### src/rtl/xmac_seq_pkg.sv
// xmac_seq_pkg
//   Shared constants for the X-unit multiply-accumulate sequencer.
//   - ALU Sel codes for the approximate X ops. These values must match the
//     core ALU decoder.
//   - xmac_seq FSM state encodings (3 bits).
package xmac_seq_pkg;

  localparam int LEN_W_DEF = 8;

  localparam logic [3:0] ALU_X_MUL = 4'hA;
  localparam logic [3:0] ALU_X_ADD = 4'hB;

  localparam logic [2:0] XS_IDLE  = 3'd0;
  localparam logic [2:0] XS_FETCH = 3'd1;
  localparam logic [2:0] XS_MUL   = 3'd2;
  localparam logic [2:0] XS_ADD   = 3'd3;
  localparam logic [2:0] XS_DONE  = 3'd4;

endpackage

### src/rtl/xmac_seq.sv
// xmac_seq
//   Multi-cycle multiply-accumulate sequencer for the approximate X-unit.
//   It borrows the shared core ALU through a req/gnt handshake. For each
//   operand pair it issues one X_MUL and then one X_ADD into a running
//   32-bit accumulator.
//
//   state | meaning
//   ------+-----------------------------------------------------------
//   IDLE  | waiting for start_i; len_i and acc_init_i are sampled here
//   FETCH | op_ready_o high, waiting for an operand pair
//   MUL   | requesting the ALU for op_a*op_b, result latched into prod
//   ADD   | requesting the ALU for prod+acc, result latched into acc
//   DONE  | one-cycle done_o pulse, then back to IDLE
//
// Ports
//   clk_i, rst_ni            clock, async active-low reset
//   start_i, len_i           run start (IDLE only) and element count
//   acc_init_i               accumulator seed, sampled with start_i
//   abort_i                  cancel the run; the partial acc is kept
//   op_valid_i/op_ready_o    operand pair handshake (op_a_i, op_b_i)
//   x_req_o/x_gnt_i          ALU sharing handshake
//   alu_a_o/alu_b_o/alu_sel_o/alu_out_i  ALU operands, Sel and result
//   busy_o, done_o, acc_o    status and accumulator
module xmac_seq
  import xmac_seq_pkg::*;
#(
  parameter int LEN_W = LEN_W_DEF
) (
  input  logic             clk_i,
  input  logic             rst_ni,
  input  logic             start_i,
  input  logic [LEN_W-1:0] len_i,
  input  logic [31:0]      acc_init_i,
  input  logic             abort_i,
  input  logic             op_valid_i,
  output logic             op_ready_o,
  input  logic [15:0]      op_a_i,
  input  logic [15:0]      op_b_i,
  output logic             x_req_o,
  input  logic             x_gnt_i,
  output logic [31:0]      alu_a_o,
  output logic [31:0]      alu_b_o,
  output logic [3:0]       alu_sel_o,
  input  logic [31:0]      alu_out_i,
  output logic             busy_o,
  output logic             done_o,
  output logic [31:0]      acc_o
);

  logic [2:0]       state, state_nxt;
  logic [LEN_W-1:0] count;
  logic [15:0]      op_a, op_b;
  logic [31:0]      prod, acc;

  always_comb begin
    state_nxt = state;
    case (state)
      XS_IDLE:  if (start_i) state_nxt = (len_i == '0) ? XS_DONE : XS_FETCH;
      XS_FETCH: if (op_valid_i) state_nxt = XS_MUL;
      XS_MUL:   if (x_gnt_i) state_nxt = XS_ADD;
      XS_ADD:   if (x_gnt_i) state_nxt = (count == LEN_W'(1)) ? XS_DONE : XS_FETCH;
      XS_DONE:  state_nxt = XS_IDLE;
      default:  state_nxt = XS_IDLE;
    endcase
    // abort wins over every handshake outside IDLE
    if (abort_i && (state != XS_IDLE)) state_nxt = XS_IDLE;
  end

  always_ff @(posedge clk_i or negedge rst_ni) begin
    if (!rst_ni) begin
      state <= XS_IDLE;
      count <= '0;
      op_a  <= '0;
      op_b  <= '0;
      prod  <= '0;
      acc   <= '0;
    end else begin
      state <= state_nxt;
      if ((state == XS_IDLE) && start_i) begin
        acc   <= acc_init_i;
        count <= len_i;
      end
      // abort drops any operand handshake or ALU result of the same cycle
      if (!abort_i) begin
        if ((state == XS_FETCH) && op_valid_i) begin
          op_a <= op_a_i;
          op_b <= op_b_i;
        end
        if ((state == XS_MUL) && x_gnt_i) prod <= alu_out_i;
        if ((state == XS_ADD) && x_gnt_i) begin
          acc   <= alu_out_i;
          count <= count - LEN_W'(1);
        end
      end
    end
  end

  // ALU operands are pure functions of state and registers, so they stay
  // stable across grant stalls and are zero whenever we are not requesting.
  always_comb begin
    x_req_o   = 1'b0;
    alu_a_o   = '0;
    alu_b_o   = '0;
    alu_sel_o = '0;
    case (state)
      XS_MUL: begin
        x_req_o   = 1'b1;
        alu_sel_o = ALU_X_MUL;
        alu_a_o   = {16'h0, op_a};
        alu_b_o   = {16'h0, op_b};
      end
      XS_ADD: begin
        x_req_o   = 1'b1;
        alu_sel_o = ALU_X_ADD;
        alu_a_o   = prod;
        alu_b_o   = acc;
      end
      default: ;
    endcase
  end

  assign op_ready_o = (state == XS_FETCH);
  assign busy_o     = (state != XS_IDLE);
  assign done_o     = (state == XS_DONE);
  assign acc_o      = acc;

endmodule

### config.mk
export PLATFORM = sky130hd
export DESIGN_NAME = xmac_seq
export DESIGN_NICKNAME = d
export VERILOG_FILES = /design/src/rtl/xmac_seq_pkg.sv /design/src/rtl/xmac_seq.sv
export SDC_FILE = /design/constraint.sdc
export NUM_CORES = 1
export LEC_CHECK = 0
export CAP_MARGIN = 10
export CORE_ASPECT_RATIO = 0.7
export CORE_MARGIN = 8
export CORE_UTILIZATION = 40
export DETAILED_ROUTE_END_ITERATION = 6
export GPL_ROUTABILITY_DRIVEN = 0
export PLACE_DENSITY = 0.79
export REMOVE_ABC_BUFFERS = 1
export SYNTH_ARGS = -nofsm -noshare
export SYNTH_HDL_FRONTEND = slang
export SYNTH_SLANG_ARGS = --single-unit
### constraint.sdc
create_clock -name clk_i -period 1.8 [get_ports clk_i]
set_clock_uncertainty 0.15 [all_clocks]
set_input_delay 0.18 -clock clk_i [delete_from_list [all_inputs] [get_ports clk_i]]
set_output_delay 0.18 -clock clk_i [all_outputs]
set_load 0.05 [all_outputs]
; ---- Yosys cells after proc, flatten, opt, wreduce, memory -nomap -nowiden
; Cells that the tools add are included.
[totals]
word_cells = 47
output_inout_bits = 104
in_bits = 110
reg_bits = 107
[classes]
bitwise = 1
addsub = 1
muxes = 18
n_reduce_logical = 12
n_eq_ne = 9
[ops]
columns = cell, n
row1 = $pmux W32 S2, 2
row2 = $mux W32, 3
row3 = $mux W8, 3
row4 = $mux W3, 7
row5 = $pmux W3 S4, 1
row6 = $ne A3 B3 Y1 const B, 3
row7 = $eq A8 B1 Y1 const B, 1
row8 = $logic_not A8 Y1, 1
row9 = $pmux W4 S2, 1
row10 = $sub A8 B1 Y8 const B, 1
row11 = $eq A3 B2 Y1 const B, 2
row12 = $logic_and A1 B1 Y1, 5
row13 = $reduce_and A2 Y1, 2
row14 = $reduce_and A4 Y1, 1
row15 = $eq A3 B1 Y1 const B, 1
row16 = $eq A3 B3 Y1 const B, 1
row17 = $logic_not A3 Y1, 1
row18 = $ne A3 B2 Y1 const B, 1
row19 = $reduce_bool A3 Y1, 1
row20 = $reduce_or A2 Y1, 1
row21 = $mux W1, 1
row22 = $not A1 Y1, 1

; ---- Longest topological paths before layout
; Gate-level depths: netlist of the first run.
[logic_depth]
word_depth = 5
depth_mapped = 6
depth_no_buf = 6

; ---- Worst setup path before layout of the first run
; Ideal clock, no wire load.
[synth_timing]
path_type = reg-to-output
from = register state[0]
to = output port done_o
path_slack_ns = -0.573
n_path_buf = 3
stages_incl_launch_ff = 5
required_time_ns = 1.470
t_arrival_ns = 2.043
cell_sequence = dfrtp_1 -> buf_2 -> buf_2 -> buf_2 -> nor3b_1
[synth_between]
elab_chain_cells = 1
[synth_lines]
columns = element, line
row1 = start: declaration, xmac_seq.sv:50  ; logic [2:0] state, state_nxt;
row2 = start signal: assignment, xmac_seq.sv:78  ; state <= state_nxt;
row3 = $eq A3 B3 Y1, xmac_seq.sv:124  ; assign done_o = (state == XS_DONE);
row4 = end: declaration, xmac_seq.sv:46  ; output logic done_o,
; Every way passes these cells.

; ---- Worst setup path after layout of the first run
[layout_timing]
from = register count[0]
to = register count[6]
[layout_between]
elab_chain_cells = 3
[layout_lines]
columns = element, line
row1 = start: declaration, xmac_seq.sv:51  ; logic [LEN_W-1:0] count;
row2 = start signal: assignment, xmac_seq.sv:81  ; count <= len_i;
row3 = start signal: assignment, xmac_seq.sv:92  ; count <= count - LEN_W'(1);
row4 = $sub A8 B1 Y8, xmac_seq.sv:92
row5 = $mux W8, xmac_seq.sv:90  ; if ((state == XS_ADD) && x_gnt_i) begin
row6 = $mux W8, xmac_seq.sv:84  ; if (!abort_i) begin
; Every way passes these cells.
; A chain may end at the register's enable or synchronous reset.

==> flow_summary.json, run 1 <==
{
  "dpl_cell_area_um2": 8224,
  "dieArea_um2": 17310,
  "crit_family": "simple AND/OR/NAND/NOR gates",
  "firstDrtPassIters": 4,
  "grt-ovfl-total": 0,
  "place.port_buffers": 212,
  "antenna_found_initial": 0,
  "fin_hold_ws_ps": 253.2,
  "num_io_pins": 214,
  "n_antenna_cell": 0,
  "internal_power_mw": 8.343,
  "hold_start": "alu_out_i[25]",
  "clk_latency_ps": 340,
  "path_class": "reg -> reg",
  "track_usage": 0.2067,
  "drt_iter0_drc": 220,
  "nets": 830,
  "vdd_drop_max_uv": 881.9,
  "syn_area_um2": 5323,
  "crit_buf_inv": 1,
  "routedWlPerCell_um": 22.29,
  "hold_viol": 0,
  "seq_power_share": 0.310,
  "min_path_cells": 3,
  "rows": 35,
  "power.static_leakage_nw": 4.092,
  "rrSetupSlack_ps": -270,
  "slew_viol_final": 0,
  "min_to": "acc_o[25]",
  "fp.dieW_um": 153.9,
  "violations": "negative setup slack",
  "synth_seq_cells": 107,
  "grt_max_degree": 108,
  "setup_violations": 172,
  "status": "finished with violations",
  "drc": 0,
  "worstHoldPathType": "in -> reg",
  "ys_warn_count": 0,
  "core_area_um2": 13090,
  "cp_max_fo": 3,
  "fp.dieH_um": 112.5,
  "cts_max_level": 3,
  "grt_pass1_wl_um": 28440,
  "final_common_cell": "clkdlybuf4s50_1",
  "cts_root_buffer": "clkbuf_16",
  "multiInputGateArea_um2": 2948,
  "cts_tree": "yes",
  "switchingPower_mw": 6.344,
  "drt_wl_total_um": 19820,
  "fin_cells": 889,
  "utilization": 0.7299,
  "cts_buffer_depth": 2,
  "reg2reg_to": "count[6]",
  "final_cell_mix": "clkdlybuf4s50_1, dfrtp_1, buf_12",
  "worst_ep_arrival_time_ps": 2200,
  "vias": 4755,
  "regArea_um2": 2681,
  "slowest_delay_ps": 560,
  "placed_cells": 845,
  "clkPwrFrac": 0.128,
  "timing.final.crit_share": 1.149,
  "combPwrFrac": 0.562,
  "drv_cap": 0,
  "synth_cell_types": 40,
  "ant_nets": 0,
  "cpMaxStageDelayCell": "nor4_1",
  "initial_core_util": 0.4065,
  "startpoint_type": "register",
  "netlist_instances": 472,
  "maxSlewHeadroom": 0.5240,
  "rsz0062_at_grt": "true",
  "routed_via_density": 5.349,
  "worstMarginPinSlew_ps": 707.4,
  "synth_seq_area_share": 0.5031,
  "pwr_density_cell_nw_per_um2": 1537,
  "grt_pass1_vias": 5067,
  "synth_area_per_cell_um2": 11.28,
  "reg2reg_from": "count[0]",
  "area_growth_pct": 79.55,
  "ff2ff_path_depth": 6,
  "clock.fmax_ghz": 0.4836,
  "cts_buffers": 9,
  "swShare": 0.4319,
  "cp.required_ps": 1930,
  "clock-sinks": 107,
  "design_area_um2": 9557,
  "cts.clk_slew.worst_paths_ps": 80,
  "crit_chain": "inv_1, ha_1, nand2b_1, nor4_1, o31a_1, o221a_1",
  "fillers": 845,
  "min_period_ps": 2068,
  "drive_above_1_share": 0.4744,
  "tns_ps": -19290,
  "final.setup.worst_slack_ps": -267.7,
  "end_kind": "register",
  "dpl.hpwl_um": 12570
}
==> through the flow <==
step | setup slack, ps | power, mW
4_1_cts | -199.7 | 13.73
3_3_place_gp | -183.8 | 10.95
5_1_grt | -301.0 | 15.35
2_1_floorplan | -2262 | 8.522
3_5_place_dp | -226.1 | 11.21
6_report | -267.7 | 14.69
==> cell usage after synthesis <==
master | number | area [µm²]
buf_2 | 16 | 80.08
mux2i_1 | 65 | 650.6
buf_4 | 3 | 22.52
nor3_1 | 2 | 10.01
nor2_2 | 1 | 6.260
mux2_1 | 1 | 11.26
clkbuf_1 | 11 | 41.29
a211oi_1 | 1 | 7.510
nor4_1 | 5 | 31.28
conb_1 | 1 | 3.750
o31a_1 | 1 | 8.760
o211ai_1 | 1 | 7.510
nand2b_1 | 5 | 31.28
dfrtp_1 | 107 | 2678
or3_1 | 2 | 12.51
o221a_1 | 1 | 11.26
inv_1 | 3 | 11.26
ha_1 | 2 | 25.02
nand3b_1 | 3 | 22.52
o311ai_0 | 1 | 8.760
nor3_2 | 1 | 10.01
nor3b_1 | 2 | 15.01
buf_6 | 5 | 56.30
a21oi_1 | 11 | 55.05
inv_2 | 1 | 3.750
a311oi_1 | 2 | 17.52
or4b_4 | 1 | 13.76
nor4b_1 | 1 | 8.760
and2_1 | 32 | 200.2
nor2b_1 | 1 | 6.260
nand3_1 | 5 | 25.02
o221a_2 | 3 | 33.78
nand2_1 | 35 | 131.4
o21ai_4 | 1 | 16.27
o32ai_1 | 1 | 8.760
nor2_1 | 39 | 146.4
and3_1 | 1 | 6.260
o21ai_0 | 34 | 170.2
a22oi_1 | 1 | 7.510
mux2_2 | 63 | 709.4
==> worst max path at each step <==
stage	from	endpoint	slack, ps	cells after the start
2_1_floorplan	state[0]	op_a[0]	-2260	4
3_3_place_gp	start_i	count[3]	-180	4
3_5_place_dp	start_i	acc_o[27]	-230	5
4_1_cts	state[2]	alu_a_o[18]	-200	6
5_1_grt	count[0]	count[6]	-300	6
6_report	count[0]	count[6]	-270	6
==> power groups by stage <==
stage	registers (mW)	logic [mW]	clock network, mW
final	4.55	8.25	1.89
after floorplan	5.62	2.90	0
after global placement	4.33	6.63	0
after detailed placement	4.41	6.80	0
after CTS	4.42	7.38	1.93
after global routing	4.69	8.64	2.02
==> flip-flops by register name, indices dropped and copies added (netlist names) <==
register	flops
prod	32
op_a	16
state	3
count	8
op_b	16
acc_o	32
==> area by class of cell <==
cell class,count,area share
Timing Repair Buffer,270,0.3583
Sequential cell,107,0.2806
Clock inverter,6,0.004975
Multi-Input combinational cell,326,0.3085
Tap cell,166,0.02173
Clock buffer,10,0.02396
Inverter,4,0.001964
==> tightest hold or removal path: stages <==
cell and delay (ps):
clkdlybuf4s50_1 420, nand2_1 60, o21ai_1 50
==> layer usage <==
metal  track usage  vias to the layer above  wire length [µm]  share of wire
li1              -                     2142                 -              -
met1        0.2536                     2363              8366           0.42
met2        0.3411                      209              9292           0.47
met3       0.07754                       41              1680          0.085
met4       0.04619                        0               480          0.024
met5             0                        -                 0              0
==> cells by family after synthesis <==
family                   share of synthesized area
AND/OR/NAND/NOR                             0.1272
multiplexers                                0.2576
flip-flops                                  0.5031
AO/OA/AOI/OAI                              0.06629
buffers and inverters                      0.04043
adder cells (fa/ha/maj)                   0.004701
other                                    0.0007045
==> repair_timing <==
item / in CTS / in global routing
hold buffers: 1 / 0
gates resized for setup: 101 / 113
setup endpoints to repair: 133 / 172
hold endpoints to repair: 107 / 0
setup buffers: 12 / 8
pin swaps: 13 / 12
gates cloned: 5 / 6
Note: power is estimated with default switching activity, not from simulation.
==> inputs of run 2 (changes only) <==
- CORE_ASPECT_RATIO: 0.7 -> default
==> run 2 against run 1 <==
Effect of this change:
- the run still ends with negative setup slack left
- die area down 0.34%
- register-to-register slack about the same
- global-route usage up 0.72 points
- sequential share of layout area down 0.62 points
- first-iteration DRC count up 14%
- critical path depth unchanged
- combinational power up 4.7%
- core utilization up 1.4 points
- critical endpoint is now acc_o[26]
- largest cell class unchanged
==> flow_summary.json, run 2 (same netlist as run 1, synthesis figures left out) <==
{
  "cpMaxStageDelayCell": "or4b_4",
  "crit_chain": "buf_4, or4b_4, buf_6, buf_12, mux2i_1, o21ai_1",
  "clkPwrFrac": 0.134,
  "dpl.hpwl_um": 12950,
  "min_period_ps": 2056,
  "antenna_found_initial": 0,
  "final_common_cell": "clkdlybuf4s50_1",
  "n_antenna_cell": 0,
  "worst_ep_arrival_time_ps": 2140,
  "startpoint_type": "register",
  "worstHoldPathType": "in -> async",
  "switchingPower_mw": 6.398,
  "clock-sinks": 107,
  "grt-ovfl-total": 0,
  "slowest_delay_ps": 610,
  "rsz0062_at_grt": "true",
  "fp.dieW_um": 131.4,
  "internal_power_mw": 8.852,
  "drt_wl_total_um": 19930,
  "grt_max_degree": 40,
  "final_cell_mix": "clkdlybuf4s50_1, dfrtp_1, buf_12",
  "firstDrtPassIters": 5,
  "swShare": 0.4195,
  "cts.clk_slew.worst_paths_ps": 70,
  "hold_viol": 0,
  "rows": 42,
  "cts_buffer_depth": 2,
  "clk_latency_ps": 360,
  "cts_max_level": 3,
  "timing.final.crit_share": 1.142,
  "fp.dieH_um": 131.4,
  "seq_power_share": 0.299,
  "cts_tree": "yes",
  "setup_violations": 166,
  "vdd_drop_max_uv": 1027,
  "fin_hold_ws_ps": 163.9,
  "drc": 0,
  "initial_core_util": 0.4051,
  "core_area_um2": 13140,
  "cts_buffers": 9,
  "cts_root_buffer": "clkbuf_16",
  "drt_iter0_drc": 251,
  "track_usage": 0.2140,
  "status": "finished with violations",
  "ant_nets": 0,
  "cp.required_ps": 1880,
  "num_io_pins": 214,
  "end_kind": "register",
  "grt_pass1_vias": 5304,
  "area_growth_pct": 83.52,
  "place.port_buffers": 212,
  "routedWlPerCell_um": 22.10,
  "crit_buf_inv": 3,
  "clock.fmax_ghz": 0.4865,
  "slew_viol_final": 0,
  "final.setup.worst_slack_ps": -255.6,
  "power.static_leakage_nw": 4.141,
  "utilization": 0.7435,
  "nets": 834,
  "pwr_density_cell_nw_per_um2": 1561,
  "crit_family": "simple AND/OR/NAND/NOR gates",
  "combPwrFrac": 0.567,
  "cp_max_fo": 9,
  "drive_above_1_share": 0.4435,
  "grt_pass1_wl_um": 29310,
  "path_class": "reg -> reg",
  "dieArea_um2": 17250,
  "vias": 4790,
  "routed_via_density": 5.310,
  "violations": "negative setup slack",
  "drv_cap": 0
}
==> run 2: cell count changes in the layout (fill, tap and decap cells not counted), moves of 4 or more <==
cell     before  now
buf_6        25   13
mux2i_1      53   48
and2_4       32    9
buf_12       70   83
mux2i_4       1    5
and2_1        0   23
==> run 2: power by group through the flow <==
stage | clock network (mW) | registers [mW] | logic (mW)
after floorplan | 0 | 5.62 | 2.90
after global placement | 0 | 4.35 | 6.83
after detailed placement | 0 | 4.45 | 7.03
after CTS | 2.07 | 4.47 | 7.93
after global routing | 2.15 | 4.67 | 9.02
final | 2.05 | 4.56 | 8.64
==> run 2: path summary, 6_finish.rpt <==
| path | startpoint | to | slack [ps] | cells past startpoint |
|---|---|---|---|---|
| max | state[1] | acc_o[26] | -260 | 6 |
| min | rst_ni | prod[29] | 160 | 2 |
| max reg2reg | state[1] | acc_o[26] | -260 | 6 |
| min reg2reg | prod[31] | prod[31] | 360 | 1 |
| max in group asynchronous | rst_ni | acc_o[17] | 770 | 3 |
| min in group clk_i | alu_out_i[29] | acc_o[29] | 250 | 3 |
==> run 2: cell type report <==
type | instances | area, µm²
flip-flops and latches | 107 | 2680
well taps | 176 | 220.2
clock buffers | 13 | 260.3
clock inverters | 2 | 35.03
multi-input cells | 326 | 2895
repair buffers | 274 | 3655
inverters | 4 | 22.52
fillers | 874 | 3369
==> run 2: worst reg2reg max path, cell delays in order (launching register included) <==
cell and delay (ps):
dfrtp_1 400, buf_4 150, or4b_4 610, buf_6 160, buf_12 140, mux2i_1 220
o21ai_1 100
==> run 2: timing repair <==
item | in CTS | in global routing
buffers inserted | 12 | 8
gates cloned | 6 | 7
endpoints found under the hold margin | 29 | 0
endpoints found under the setup margin | 144 | 176
resized for setup | 130 | 57
hold buffers | 1 | 0
pin swaps | 8 | 10
==> run 2: per-stage QoR <==
stage / std cells / setup slack (ps) / TNS, ps / power (mW) / cell area, µm²
2_1_floorplan: 437 / -2262 / -278740 / 8.522 / 5122
3_3_place_gp: 855 / -157.5 / -6713 / 11.18 / 8424
3_5_place_dp: 855 / -266.0 / -10050 / 11.48 / 8424
4_1_cts: 888 / -192.0 / -16930 / 14.47 / 9340
5_1_grt: 902 / -312.7 / -31810 / 15.84 / 9768
6_report: 902 / -255.6 / -23020 / 15.25 / 9768
==> run 2: layer usage <==
layer  global-route usage  part of all wire
met5                    0                 0
met2               0.3822              0.52
met4              0.08743             0.028
met3              0.07355             0.075
met1               0.2260              0.38
==> inputs of run 3 (changes only) <==
- SLEW_MARGIN: default -> 15
==> results of run 3 <==
Final layout, timing and power as in run 2 (identical DEF).
